--- config.mk ---
export PLATFORM = sky130hd
export DESIGN_NAME = mcca_add_scheduler
export DESIGN_NICKNAME = d
export VERILOG_FILES = /design/src/rtl/mcca_pkg.sv /design/src/rtl/mcca_add_scheduler_rr_arb2.sv /design/src/rtl/mcca_add_scheduler.sv
export SDC_FILE = /design/constraint.sdc
export NUM_CORES = 1
export LEC_CHECK = 0
export CORE_MARGIN = 8
export CORE_UTILIZATION = 40
export DETAILED_ROUTE_END_ITERATION = 16
export PLACE_DENSITY = 0.72
export SLEW_MARGIN = 20
export SYNTH_ARGS = -nofsm -noshare
export SYNTH_HDL_FRONTEND = slang
export SYNTH_HIERARCHICAL = 1
export SYNTH_SLANG_ARGS = --single-unit
--- constraint.sdc ---
create_clock -name clk -period 6.3 [get_ports clk]
set_clock_uncertainty 0.1 [all_clocks]
set_input_delay 1.26 -clock clk [delete_from_list [all_inputs] [get_ports clk]]
set_output_delay 1.26 -clock clk [all_outputs]
set_load 0.02 [all_outputs]
--- src/rtl/mcca_pkg.sv ---
// Shared types and constants for the MCCA adder scheduler.
// Imported by the scheduler top and its arbiter.
package mcca_pkg;

  typedef enum logic [1:0] {
    IDLE,
    PRE,
    EVAL,
    DONE
  } state_e;

  localparam int SIZE_DEF   = 16;
  localparam int CHUNKS_DEF = 4;

  function automatic int idx_w(input int n);
    return (n > 1) ? $clog2(n) : 1;
  endfunction

endpackage

--- src/rtl/mcca_add_scheduler_rr_arb2.sv ---
// Two-way round-robin arbiter, purely combinational.
// ptr names the requester that wins when both are valid.
module rr_arb2 (
  input  logic [1:0] valid,
  input  logic       ptr,
  output logic [1:0] grant,
  output logic       gid
);

  always_comb begin
    gid   = 1'b0;
    grant = 2'b00;
    unique case (1'b1)
      (valid == 2'b11): gid = ptr;
      (valid == 2'b10): gid = 1'b1;
      default:          gid = 1'b0;
    endcase
    if (|valid) grant = gid ? 2'b10 : 2'b01;
  end

endmodule

--- src/rtl/mcca_add_scheduler.sv ---
// Time-shares one SIZE-bit Manchester carry-chain core between two
// requesters, running WIDTH-bit adds one chunk per precharge/evaluate pair.
module mcca_add_scheduler
  import mcca_pkg::*;
#(
  parameter  int SIZE   = SIZE_DEF,
  parameter  int CHUNKS = CHUNKS_DEF,
  localparam int WIDTH  = SIZE * CHUNKS
) (
  input  logic             clk,
  input  logic             rst_n,
  input  logic             req0_valid,
  output logic             req0_ready,
  input  logic [WIDTH-1:0] req0_a,
  input  logic [WIDTH-1:0] req0_b,
  input  logic             req0_cin,
  input  logic             req1_valid,
  output logic             req1_ready,
  input  logic [WIDTH-1:0] req1_a,
  input  logic [WIDTH-1:0] req1_b,
  input  logic             req1_cin,
  output logic             resp_valid,
  input  logic             resp_ready,
  output logic             resp_id,
  output logic [WIDTH-1:0] resp_sum,
  output logic             resp_cout,
  output logic             add_pc,
  output logic [SIZE-1:0]  add_a,
  output logic [SIZE-1:0]  add_b,
  output logic             add_cin,
  input  logic [SIZE-1:0]  add_sum,
  input  logic             add_cout,
  output logic             busy
);

  localparam int IW = idx_w(CHUNKS);
  localparam logic [IW-1:0] LAST = IW'(CHUNKS - 1);

  state_e           state_q, state_d;
  logic             rr_q, rr_d;
  logic [IW-1:0]    idx_q, idx_d;
  logic [WIDTH-1:0] a_q, a_d;
  logic [WIDTH-1:0] b_q, b_d;
  logic [WIDTH-1:0] sum_q, sum_d;
  logic             carry_q, carry_d;
  logic             id_q, id_d;
  logic [SIZE-1:0]  add_a_q, add_a_d;
  logic [SIZE-1:0]  add_b_q, add_b_d;
  logic             add_cin_q, add_cin_d;

  logic [1:0] valid;
  logic [1:0] grant;
  logic       gid;

  assign valid = {req1_valid, req0_valid};

  rr_arb2 u_arb (
    .valid(valid),
    .ptr  (rr_q),
    .grant(grant),
    .gid  (gid)
  );

  always_comb begin
    state_d    = state_q;
    rr_d       = rr_q;
    idx_d      = idx_q;
    a_d        = a_q;
    b_d        = b_q;
    sum_d      = sum_q;
    carry_d    = carry_q;
    id_d       = id_q;
    add_a_d    = add_a_q;
    add_b_d    = add_b_q;
    add_cin_d  = add_cin_q;
    req0_ready = 1'b0;
    req1_ready = 1'b0;
    unique case (state_q)
      IDLE: begin
        if (|valid) begin
          req0_ready = grant[0];
          req1_ready = grant[1];
          a_d        = gid ? req1_a : req0_a;
          b_d        = gid ? req1_b : req0_b;
          carry_d    = gid ? req1_cin : req0_cin;
          id_d       = gid;
          idx_d      = '0;
          add_a_d    = a_d[SIZE-1:0];
          add_b_d    = b_d[SIZE-1:0];
          add_cin_d  = carry_d;
          state_d    = PRE;
        end
      end
      PRE: state_d = EVAL;
      EVAL: begin
        sum_d[int'(idx_q)*SIZE +: SIZE] = add_sum;
        carry_d = add_cout;
        if (idx_q == LAST) begin
          state_d = DONE;
        end else begin
          idx_d     = idx_q + 1'b1;
          add_a_d   = a_q[int'(idx_d)*SIZE +: SIZE];
          add_b_d   = b_q[int'(idx_d)*SIZE +: SIZE];
          add_cin_d = add_cout;
          state_d   = PRE;
        end
      end
      DONE: begin
        if (resp_ready) begin
          rr_d    = ~id_q;
          state_d = IDLE;
        end
      end
      default: state_d = IDLE;
    endcase
  end

  always_ff @(posedge clk or negedge rst_n) begin
    if (!rst_n) begin
      state_q   <= IDLE;
      rr_q      <= 1'b0;
      idx_q     <= '0;
      a_q       <= '0;
      b_q       <= '0;
      sum_q     <= '0;
      carry_q   <= 1'b0;
      id_q      <= 1'b0;
      add_a_q   <= '0;
      add_b_q   <= '0;
      add_cin_q <= 1'b0;
    end else begin
      state_q   <= state_d;
      rr_q      <= rr_d;
      idx_q     <= idx_d;
      a_q       <= a_d;
      b_q       <= b_d;
      sum_q     <= sum_d;
      carry_q   <= carry_d;
      id_q      <= id_d;
      add_a_q   <= add_a_d;
      add_b_q   <= add_b_d;
      add_cin_q <= add_cin_d;
    end
  end

  // Decoded straight from state so reset forces precharge with no clock.
  assign add_pc     = (state_q != EVAL);
  assign add_a      = add_a_q;
  assign add_b      = add_b_q;
  assign add_cin    = add_cin_q;
  assign resp_valid = (state_q == DONE);
  assign resp_id    = id_q;
  assign resp_sum   = sum_q;
  assign resp_cout  = carry_q;
  assign busy       = (state_q != IDLE);

endmodule

==> flow_metrics.tcl, run 1 <==
set metrics [dict create \
    avgSynthCellArea_um2 12.2 \
    yosys.area_share.simple 0.0432 \
    cp_slowest_cell "clkdlybuf4s50_1" \
    final_antenna_net_count 0 \
    dieArea_mm2 0.0331 \
    outcome "completed" \
    grt_pass1_vias 9696 \
    worstMarginPinSlew_ps 1010 \
    grt-ovfl-total 0 \
    cts_buffer_depth 3 \
    cts_made_buffers 25 \
    antenna_found_initial 2 \
    rr_startpoint "state_q[1]" \
    core-area_mm2 0.0270 \
    reg2reg_slack_ps 2920 \
    rsz0062_at_grt "false" \
    clk_pin_slew_ps 60 \
    avgRoutedWirePerCell_um 22.7 \
    fmax_ghz 0.234 \
    cts_resized 0 \
    path_buf_inv 2 \
    synth_area_mm2 0.0110 \
    vias_per_cell 5.57 \
    slowest_delay_ps 680 \
    io_buffer_count 383 \
    synth-edff-count 0 \
    root_buffer "clkbuf_16" \
    num_vias 8995 \
    drtPass1Iterations 4 \
    cp-start-kind "primary input" \
    worst-setup-path-type "in2out" \
    synth_seq_cells 232 \
    detail_route.drc_violations 0 \
    drt_iter0_drc 594 \
    endpoint_kind "output port" \
    ys_warn_count 6 \
    crit_required_ps 4940 \
    nets 1540 \
    leakage_nw 6.84 \
    start_util 0.408 \
    synthCells 906 \
    p_total_w 0.00729 \
    powerDensity_mw_per_mm2 457 \
    ctsHtreeMaxLevel 1 \
    worstReg2RegEnd "b_q[18]" \
    synth_xor_area_frac 0 \
    synth_top_family_by_area "multiplexers" \
    yosysSeqAreaShare 0.526 \
    cp_cell_sequence "clkdlybuf4s50_1, a21boi_0, and2_1, clkdlybuf4s50_1" \
    synth_compound_area_frac 0.190 \
    placed_cells 1568 \
    cpMostUsedCell "clkdlybuf4s50_1" \
    wl_um 36600 \
    maxSlewViolCount 0 \
    final_area_mm2 0.0159 \
    place_congestion 0.838 \
    path_depth 4 \
    crit_arrival_ps 2910 \
    cts_tree "yes" \
    dp_hpwl_um 26500 \
    dieHeight_um 182 \
    postCtsSetupBuffers 0 \
    layout-drive-gt1-share 0.0936 \
    postPlaceCellArea_mm2 0.0151 \
    ios 384 \
    cp_top_family "buffers and inverters" \
    synthAdderAreaFrac 0.00681 \
    synth_ff_type "dfrtp_1" \
    final_cells 1614 \
    grt_usage 0.215 \
    setup_violations 0 \
    worstSkewPairLatency_ps 530 \
    layout_min_cycle_time_ps 4270 \
    finish.utilization 0.590 \
    die_w_um 182 \
    async_flop_share 1.00 \
    fin_crit_sh 0.678 \
    fillers 2297 \
    hp-class "reg2reg" \
    worstPathMaxFanout 5 \
    grt_pass1_wl_um 56900 \
    vdd_drop_max_mv 0.278 \
    synth.distinct_cells 40 \
    cts_sinks 232 \
    setup_tns_ps 0 \
    cap_violations 0 \
    startpoint "req0_valid" \
    synthToLayoutAreaGrowth_pct 44.5 \
    slew_headroom 0.325 \
    cp-endpoint "req0_ready" \
    reg2regPathDepth 4 \
    synth_mux_area_frac 0.192 \
    grt_max_degree 121 \
    finalHoldViolCount 0 \
    holdBufCountCts 0 \
    num_rows 60 \
    synth_nets 1192 \
]
[Yosys cell counts (3+ instances only)]
| library cell | instances | area (µm²) |
|---|---|---|
| o21ai_0 | 202 | 1010 |
| o21ai_1 | 5 | 25.0 |
| mux4_2 | 29 | 653 |
| a22o_1 | 52 | 455 |
| clkbuf_1 | 46 | 173 |
| a221o_1 | 31 | 310 |
| ha_1 | 6 | 75.1 |
| dfrtp_1 | 232 | 5810 |
| and2_1 | 3 | 18.8 |
| mux4_1 | 3 | 78.8 |
| mux2i_1 | 128 | 1280 |
| nand2_1 | 31 | 116 |
| buf_6 | 9 | 101 |
| nor2_1 | 3 | 11.3 |
| mux2_2 | 8 | 90.1 |
| nor3_1 | 33 | 165 |
| buf_4 | 7 | 52.6 |
| buf_2 | 19 | 95.1 |
| a21o_1 | 31 | 233 |
| inv_1 | 4 | 15.0 |
[stage by stage]
| stage | worst slack [ps] | hold WS (ps) |
|---|---|---|
| floorplan | 2960 | 341 |
| CTS | 2020 | 379 |
| global route | 1850 | 393 |
| detailed placement | 2000 | 363 |
| finish | 2030 | 374 |
| global placement | 2030 | 353 |
[layout make-up]
cell class / count / area, µm² / area share
antenna: 1 / 2.50 / 0.000157
clock buffer: 34 / 719 / 0.0451
sequential: 232 / 5810 / 0.364
multi-input combinational: 586 / 4800 / 0.301
clock inverter: 11 / 141 / 0.00887
tap: 341 / 427 / 0.0268
timing repair buffer: 404 / 4020 / 0.252
inverter: 5 / 21.3 / 0.00133
[cell families (layout without fill, tap and decap cells)]
family | Yosys count | in the layout
adder cells (fa/ha/maj) | 6 | 6
AND/OR/NAND/NOR | 84 | 84
multiplexers | 169 | 169
buffers and inverters | 88 | 454
flip-flops | 232 | 232
other | 0 | 1
AO/OA/AOI/OAI | 327 | 327
[placed cells by master (no fill, tap or decap), types with 2 or more instances in the layout]
cell type,Yosys,final
clkbuf_16,0,25
clkbuf_8,0,6
a21o_1,31,31
nand3b_4,2,2
bufinv_16,0,3
clkinv_2,0,4
o21ai_1,5,5
o21ai_0,202,202
or2_4,0,2
nor3_1,33,33
a221o_1,31,31
clkbuf_1,46,3
clkinvlp_4,0,3
nor2_1,3,2
a22o_1,52,52
clkdlybuf4s50_1,0,382
buf_4,7,19
dfrtp_1,232,231
mux2_2,8,8
inv_1,4,4
buf_12,0,2
and2_1,3,3
nand2_1,31,31
mux4_2,29,29
ha_1,6,5
mux4_1,3,3
mux2i_1,128,128
[worst min-delay path by stage]
stage	endpoint	depth (start not counted)	slack (ps)	start
global placement	b_q[15]	1	350	b_q[15]
CTS	a_q[2]	1	380	a_q[2]
detailed placement	b_q[15]	1	360	b_q[15]
floorplan	b_q[15]	1	340	b_q[15]
global route	a_q[7]	1	390	a_q[7]
finish	b_q[0]	1	370	b_q[0]
[registers in the layout, indices dropped and copies added, names as in the netlist]
register and flops:
state_q 2, b_q 64, add_cin 1, resp_sum 64, add_b 16, rr_q 1, idx_q 2, a_q 64
resp_cout 1, resp_id 1, add_a 16
[report_power, final]
group / switching, W / internal, W / leakage, nW
clock network: 0.000599 / 0.000921 / 0.418
registers: 0.000404 / 0.00217 / 2.95
logic: 0.00160 / 0.00160 / 3.46
[routing by layer]
layer	part of all wire	vias up	global-route usage
li1	-	4114	-
met1	0.41	4460	0.268
met2	0.49	378	0.367
met3	0.082	41	0.0622
met4	0.018	2	0.0462
met5	0.00036	-	0
Note: power is estimated with default switching activity, not from simulation.
==> run 2, diff against run 1 <==
==> constraint.sdc (replaced) <==
create_clock -name clk -period 4.3 [get_ports clk]
set_clock_uncertainty 0.1 [all_clocks]
set_input_delay 0.86 -clock clk [delete_from_list [all_inputs] [get_ports clk]]
set_output_delay 0.86 -clock clk [all_outputs]
set_load 0.02 [all_outputs]
==> run 2 against run 1 <==
Routed wire length is 2.5% higher; sequential power grew 47%; total power is 48% higher; largest power group unchanged; count of clock-buffer cells in the layout unchanged; highest routed layer unchanged; critical path type unchanged; clock power increased by 52%; global-route usage increased by 0.55 points; via count rose by 1.2%; core utilization grew 0.26 points; critical path depth unchanged; sequential cell count did not move.
==> flow_metrics.tcl, run 2 (synthesized netlist as in run 1, its figures left out) <==
set metrics [dict create \
    p_sw_frac 0.354 \
    slew_headroom 0.290 \
    grt_max_degree 131 \
    ios 384 \
    num_rows 60 \
    worstReg2RegEnd "a_q[52]" \
    grt_pass1_vias 9734 \
    antenna_cells 0 \
    fillers 2246 \
    cts_tree "yes" \
    setup_tns_ps 0 \
    dp_hpwl_um 27200 \
    num_vias 9100 \
    reg2regPathDepth 5 \
    endpoint_kind "output port" \
    fin_crit_sh 0.804 \
    seq_power_share 0.349 \
    switchingPower_w 0.00383 \
    postCtsSetupBuffers 0 \
    maxSlewViolCount 0 \
    rsz0062_at_grt "false" \
    outcome "completed" \
    synthToLayoutAreaGrowth_pct 45.1 \
    finalHoldViolCount 0 \
    reg2reg_slack_ps 1370 \
    p_int_w 0.00699 \
    leakage_nw 6.87 \
    grt-ovfl-total 0 \
    drt_iter0_drc 874 \
    io_buffer_count 383 \
    crit_arrival_ps 2500 \
    drtPass1Iterations 5 \
    detail_route.drc_violations 0 \
    worstSkewPairLatency_ps 510 \
    finish.utilization 0.592 \
    final_common_cell "clkdlybuf4s50_1" \
    rr_startpoint "state_q[1]" \
    worstPathMaxFanout 5 \
    ctsHtreeMaxLevel 1 \
    worstMarginPinSlew_ps 1060 \
    mostFrequentLayoutCells "382 x clkdlybuf4s50_1, 231 x dfrtp_1, 202 x o21ai_0" \
    grt_usage 0.221 \
    place_congestion 0.816 \
    holdBufCountCts 0 \
    clkPwrFrac 0.214 \
    hp-class "in2async" \
    start_util 0.408 \
    antenna_found_initial 2 \
    cp-start-kind "primary input" \
    cap_violations 0 \
    cts_resized 0 \
    root_buffer "clkbuf_16" \
    cts_buffer_depth 3 \
    nets 1539 \
    powerDensity_mw_per_mm2 676 \
    avgRoutedWirePerCell_um 23.3 \
    setup_violations 0 \
    cts_made_buffers 25 \
    final_antenna_net_count 0 \
    vdd_drop_max_mv 0.300 \
    vias_per_cell 5.65 \
    cts_sinks 232 \
    core-area_mm2 0.0270 \
    crit_required_ps 3340 \
    worst-setup-path-type "in2out" \
    dieArea_mm2 0.0331 \
    dieHeight_um 182 \
    layout-drive-gt1-share 0.0921 \
    pwr-share-comb 0.437 \
    fmax_ghz 0.289 \
    grt_pass1_wl_um 58100 \
    clk_pin_slew_ps 60 \
    die_w_um 182 \
    wl_um 37500 \
    layout_min_cycle_time_ps 3460 \
]
-- run 2: cell count changes in the layout (fill, tap and decap cells not counted), sizes merged --
cell / before / now
bufinv: 3 / 5
clkinvlp: 3 / 1
buf: 22 / 21
clkinv: 4 / 5
diode: 1 / 0
inv: 6 / 5
-- run 2: layer usage --
| metal | track usage | vias up | wire length, µm |
|---|---|---|---|
| li1 | - | 4124 | - |
| met1 | 0.276 | 4532 | 15200 |
| met2 | 0.376 | 397 | 18400 |
| met3 | 0.0628 | 43 | 3120 |
| met4 | 0.0482 | 4 | 694 |
| met5 | 0 | - | 27 |
-- run 2: worst max path at each step --
stage	startpoint	endpoint	slack [ps]	cells after the start
after floorplan	req1_valid	req0_ready	1760	4
after global placement	req0_valid	req0_ready	840	4
after detailed placement	req1_valid	add_b[13]	850	6
after CTS	req0_valid	req0_ready	850	4
after global routing	req0_valid	req0_ready	790	4
final	req0_valid	req0_ready	840	4
-- run 2: cell type report --
type                    count  area [µm²]  area share
flip-flops and latches    232        5810       0.363
inverters                   5        21.3     0.00133
repair buffers            403        4060       0.254
clock inverters            11         183      0.0114
clock buffers              34         709      0.0443
well taps                 341         427      0.0267
multi-input cells         586        4800       0.300
-- run 2: per-stage QoR --
| stage | cell area (µm²) | instances | total power (W) | setup slack [ps] | hold WS [ps] |
|---|---|---|---|---|---|
| floorplan | 11000 | 906 | 0.00661 | 1760 | 341 |
| global placement | 15100 | 1567 | 0.00844 | 844 | 353 |
| detailed placement | 15100 | 1567 | 0.00859 | 848 | 359 |
| CTS | 16000 | 1612 | 0.0109 | 848 | 372 |
| global route | 16000 | 1612 | 0.0114 | 786 | 380 |
| finish | 16000 | 1612 | 0.0108 | 844 | 328 |
-- run 2: critical path, cell delays in order --
cell             delay, ps
clkdlybuf4s50_1        680
a21boi_0               210
and2_1                 140
clkdlybuf4s50_1        600
-- run 2: power groups by stage --
stage	Sequential [W]	Combinational [W]	Clock (W)
floorplan	0.00404	0.00257	0
global placement	0.00377	0.00467	0
detailed placement	0.00380	0.00479	0
CTS	0.00378	0.00480	0.00236
global route	0.00389	0.00510	0.00245
finish	0.00378	0.00473	0.00231
==> run 3, diff against run 2 <==
--- a/config.mk
+++ b/config.mk
@@ -8,7 +8,7 @@
 export CORE_MARGIN = 8
 export CORE_UTILIZATION = 40
 export DETAILED_ROUTE_END_ITERATION = 16
-export PLACE_DENSITY = 0.72
+export PLACE_DENSITY = 0.75
 export SLEW_MARGIN = 20
 export SYNTH_ARGS = -nofsm -noshare
 export SYNTH_HDL_FRONTEND = slang
==> constraint.sdc (replaced) <==
create_clock -name clk -period 2.85 [get_ports clk]
set_clock_uncertainty 0.1 [all_clocks]
set_input_delay 0.57 -clock clk [delete_from_list [all_inputs] [get_ports clk]]
set_output_delay 0.57 -clock clk [all_outputs]
set_load 0.02 [all_outputs]
==> run 3 against run 2 <==
Count of clock-buffer cells in the layout up 8; global-route usage down 0.053 points; first-iteration DRC count fell by 23%; critical path depth did not move; sequential cell count stayed put; hold slack improved by 45 ps; largest power group unchanged; highest routed layer unchanged.
==> flow_metrics.tcl, run 3 (synthesized netlist as in run 1, its figures left out) <==
set metrics [dict create \
    dieHeight_um 182 \
    worstSkewPairLatency_ps 520 \
    reg2regPathDepth 5 \
    num_vias 9170 \
    avgRoutedWirePerCell_um 22.9 \
    maxSlewViolCount 0 \
    dieArea_mm2 0.0331 \
    root_buffer "clkbuf_16" \
    final_antenna_net_count 0 \
    ctsHtreeMaxLevel 1 \
    vdd_drop_max_mv 0.407 \
    ios 384 \
    cts_buffer_depth 3 \
    p_int_w 0.0106 \
    outcome "completed" \
    layout_min_cycle_time_ps 2740 \
    p_sw_frac 0.354 \
    p_total_w 0.0164 \
    cts_sinks 232 \
    fin_crit_sh 0.962 \
    cts_made_buffers 26 \
    io_buffer_count 383 \
    setup_violations 0 \
    nets 1564 \
    crit_required_ps 2180 \
    rsz0062_at_grt "false" \
    synthToLayoutAreaGrowth_pct 47.3 \
    seq_power_share 0.346 \
    grt_max_degree 81 \
    layout-drive-gt1-share 0.107 \
    die_w_um 182 \
    detail_route.drc_violations 0 \
    setup_tns_ps 0 \
    finalHoldViolCount 0 \
    vias_per_cell 5.59 \
    cp-start-kind "register" \
    clk_pin_slew_ps 60 \
    leakage_nw 7.04 \
    postCtsSetupBuffers 0 \
    start_util 0.408 \
    hp-class "reg2reg" \
    place_congestion 0.837 \
    grt-ovfl-total 0 \
    pwr-share-comb 0.444 \
    mostFrequentLayoutCells "380 x clkdlybuf4s50_1, 231 x dfrtp_1, 202 x o21ai_0" \
    switchingPower_w 0.00583 \
    num_rows 60 \
    dp_hpwl_um 27500 \
    cts_tree "yes" \
    powerDensity_mw_per_mm2 1010 \
    met3_length_um 3090 \
    grt_pass1_wl_um 57600 \
    final_common_cell "clkdlybuf4s50_1" \
    worstMarginPinSlew_ps 702 \
    dr_wl_met2_um 18100 \
    grt_pass1_vias 9799 \
    hold_depth 1 \
    core-area_mm2 0.0270 \
    highest_layer "met5" \
    worstPathMaxFanout 6 \
    slew_headroom 0.531 \
    wl_met1_um 15100 \
    clkPwrFrac 0.210 \
    grt_usage 0.220 \
    antenna_found_initial 2 \
    fmax_ghz 0.365 \
    cp_slowest_cell "clkdlybuf4s50_1" \
    drt_iter0_drc 671 \
    cp_cell_sequence "buf_4, and2b_2, inv_4, clkdlybuf4s50_1" \
    slowest_delay_ps 650 \
    endpoint_kind "output port" \
    wl_um 37500 \
    crit_arrival_ps 2070 \
    drtPass1Iterations 5 \
    worst-setup-path-type "reg2out" \
    cap_violations 0 \
]
==> run 3: worst paths after layout <==
path                       slack, ps  endpoint  startpoint
min in group asynchronous        510   a_q[57]       rst_n
hold reg to reg                  370    b_q[1]      b_q[1]
hold / removal                   370    b_q[1]      b_q[1]
setup reg to reg                 540   resp_id  state_q[0]
max in group asynchronous       1380   a_q[33]       rst_n
setup / recovery                 110    add_pc  state_q[1]
==> run 3: power groups by stage <==
stage	clock, W	combinational (W)	sequential (W)
after floorplan	0	0.00387	0.00610
after global placement	0	0.00721	0.00568
after detailed placement	0	0.00739	0.00571
after CTS	0.00349	0.00739	0.00569
after global routing	0.00362	0.00787	0.00586
final	0.00345	0.00731	0.00569
==> run 3: worst max-delay path, delay by kind of cell, from the launching register on <==
| family | cells | cell delay (ps) |
|---|---|---|
| flip-flops | 1 | 390 |
| AND/OR/NAND/NOR | 1 | 230 |
| buffers and inverters | 3 | 930 |
==> run 3: final cells by class <==
class | count | area (µm²)
clock inverter | 5 | 78.8
antenna | 1 | 2.50
inverter | 5 | 21.3
sequential | 232 | 5810
multi-input combinational | 586 | 4800
clock buffer | 42 | 812
timing repair buffer | 427 | 4300
tap | 341 | 427
fill | 2236 | 10800
==> run 3: stage by stage <==
| stage | worst slack [ps] | hold slack [ps] | util | std cells | instance area [µm²] |
|---|---|---|---|---|---|
| 5_1_grt | 41.7 | 390 | 0.601 | 1639 | 16200 |
| 6_report | 110 | 374 | 0.601 | 1639 | 16200 |
| 3_5_place_dp | 84.1 | 362 | 0.568 | 1590 | 15300 |
| 3_3_place_gp | 96.9 | 355 | 0.568 | 1590 | 15300 |
| 4_1_cts | 3.42 | 375 | 0.601 | 1638 | 16200 |
| 2_1_floorplan | 339 | 174 | - | 906 | 11000 |
==> run 3: repair_timing <==
| item | in CTS | in global routing |
|---|---|---|
| hold buffers | 1 | 0 |
| hold endpoints to repair | 60 | 0 |
| setup endpoints to repair | 0 | 2 |
| resized for setup | 0 | 2 |
==> run 3: layer usage <==
metal,up-vias,global-route usage
li1,4162,-
met1,4503,0.277
met2,437,0.363
met3,66,0.0645
met4,2,0.0669
met5,-,0
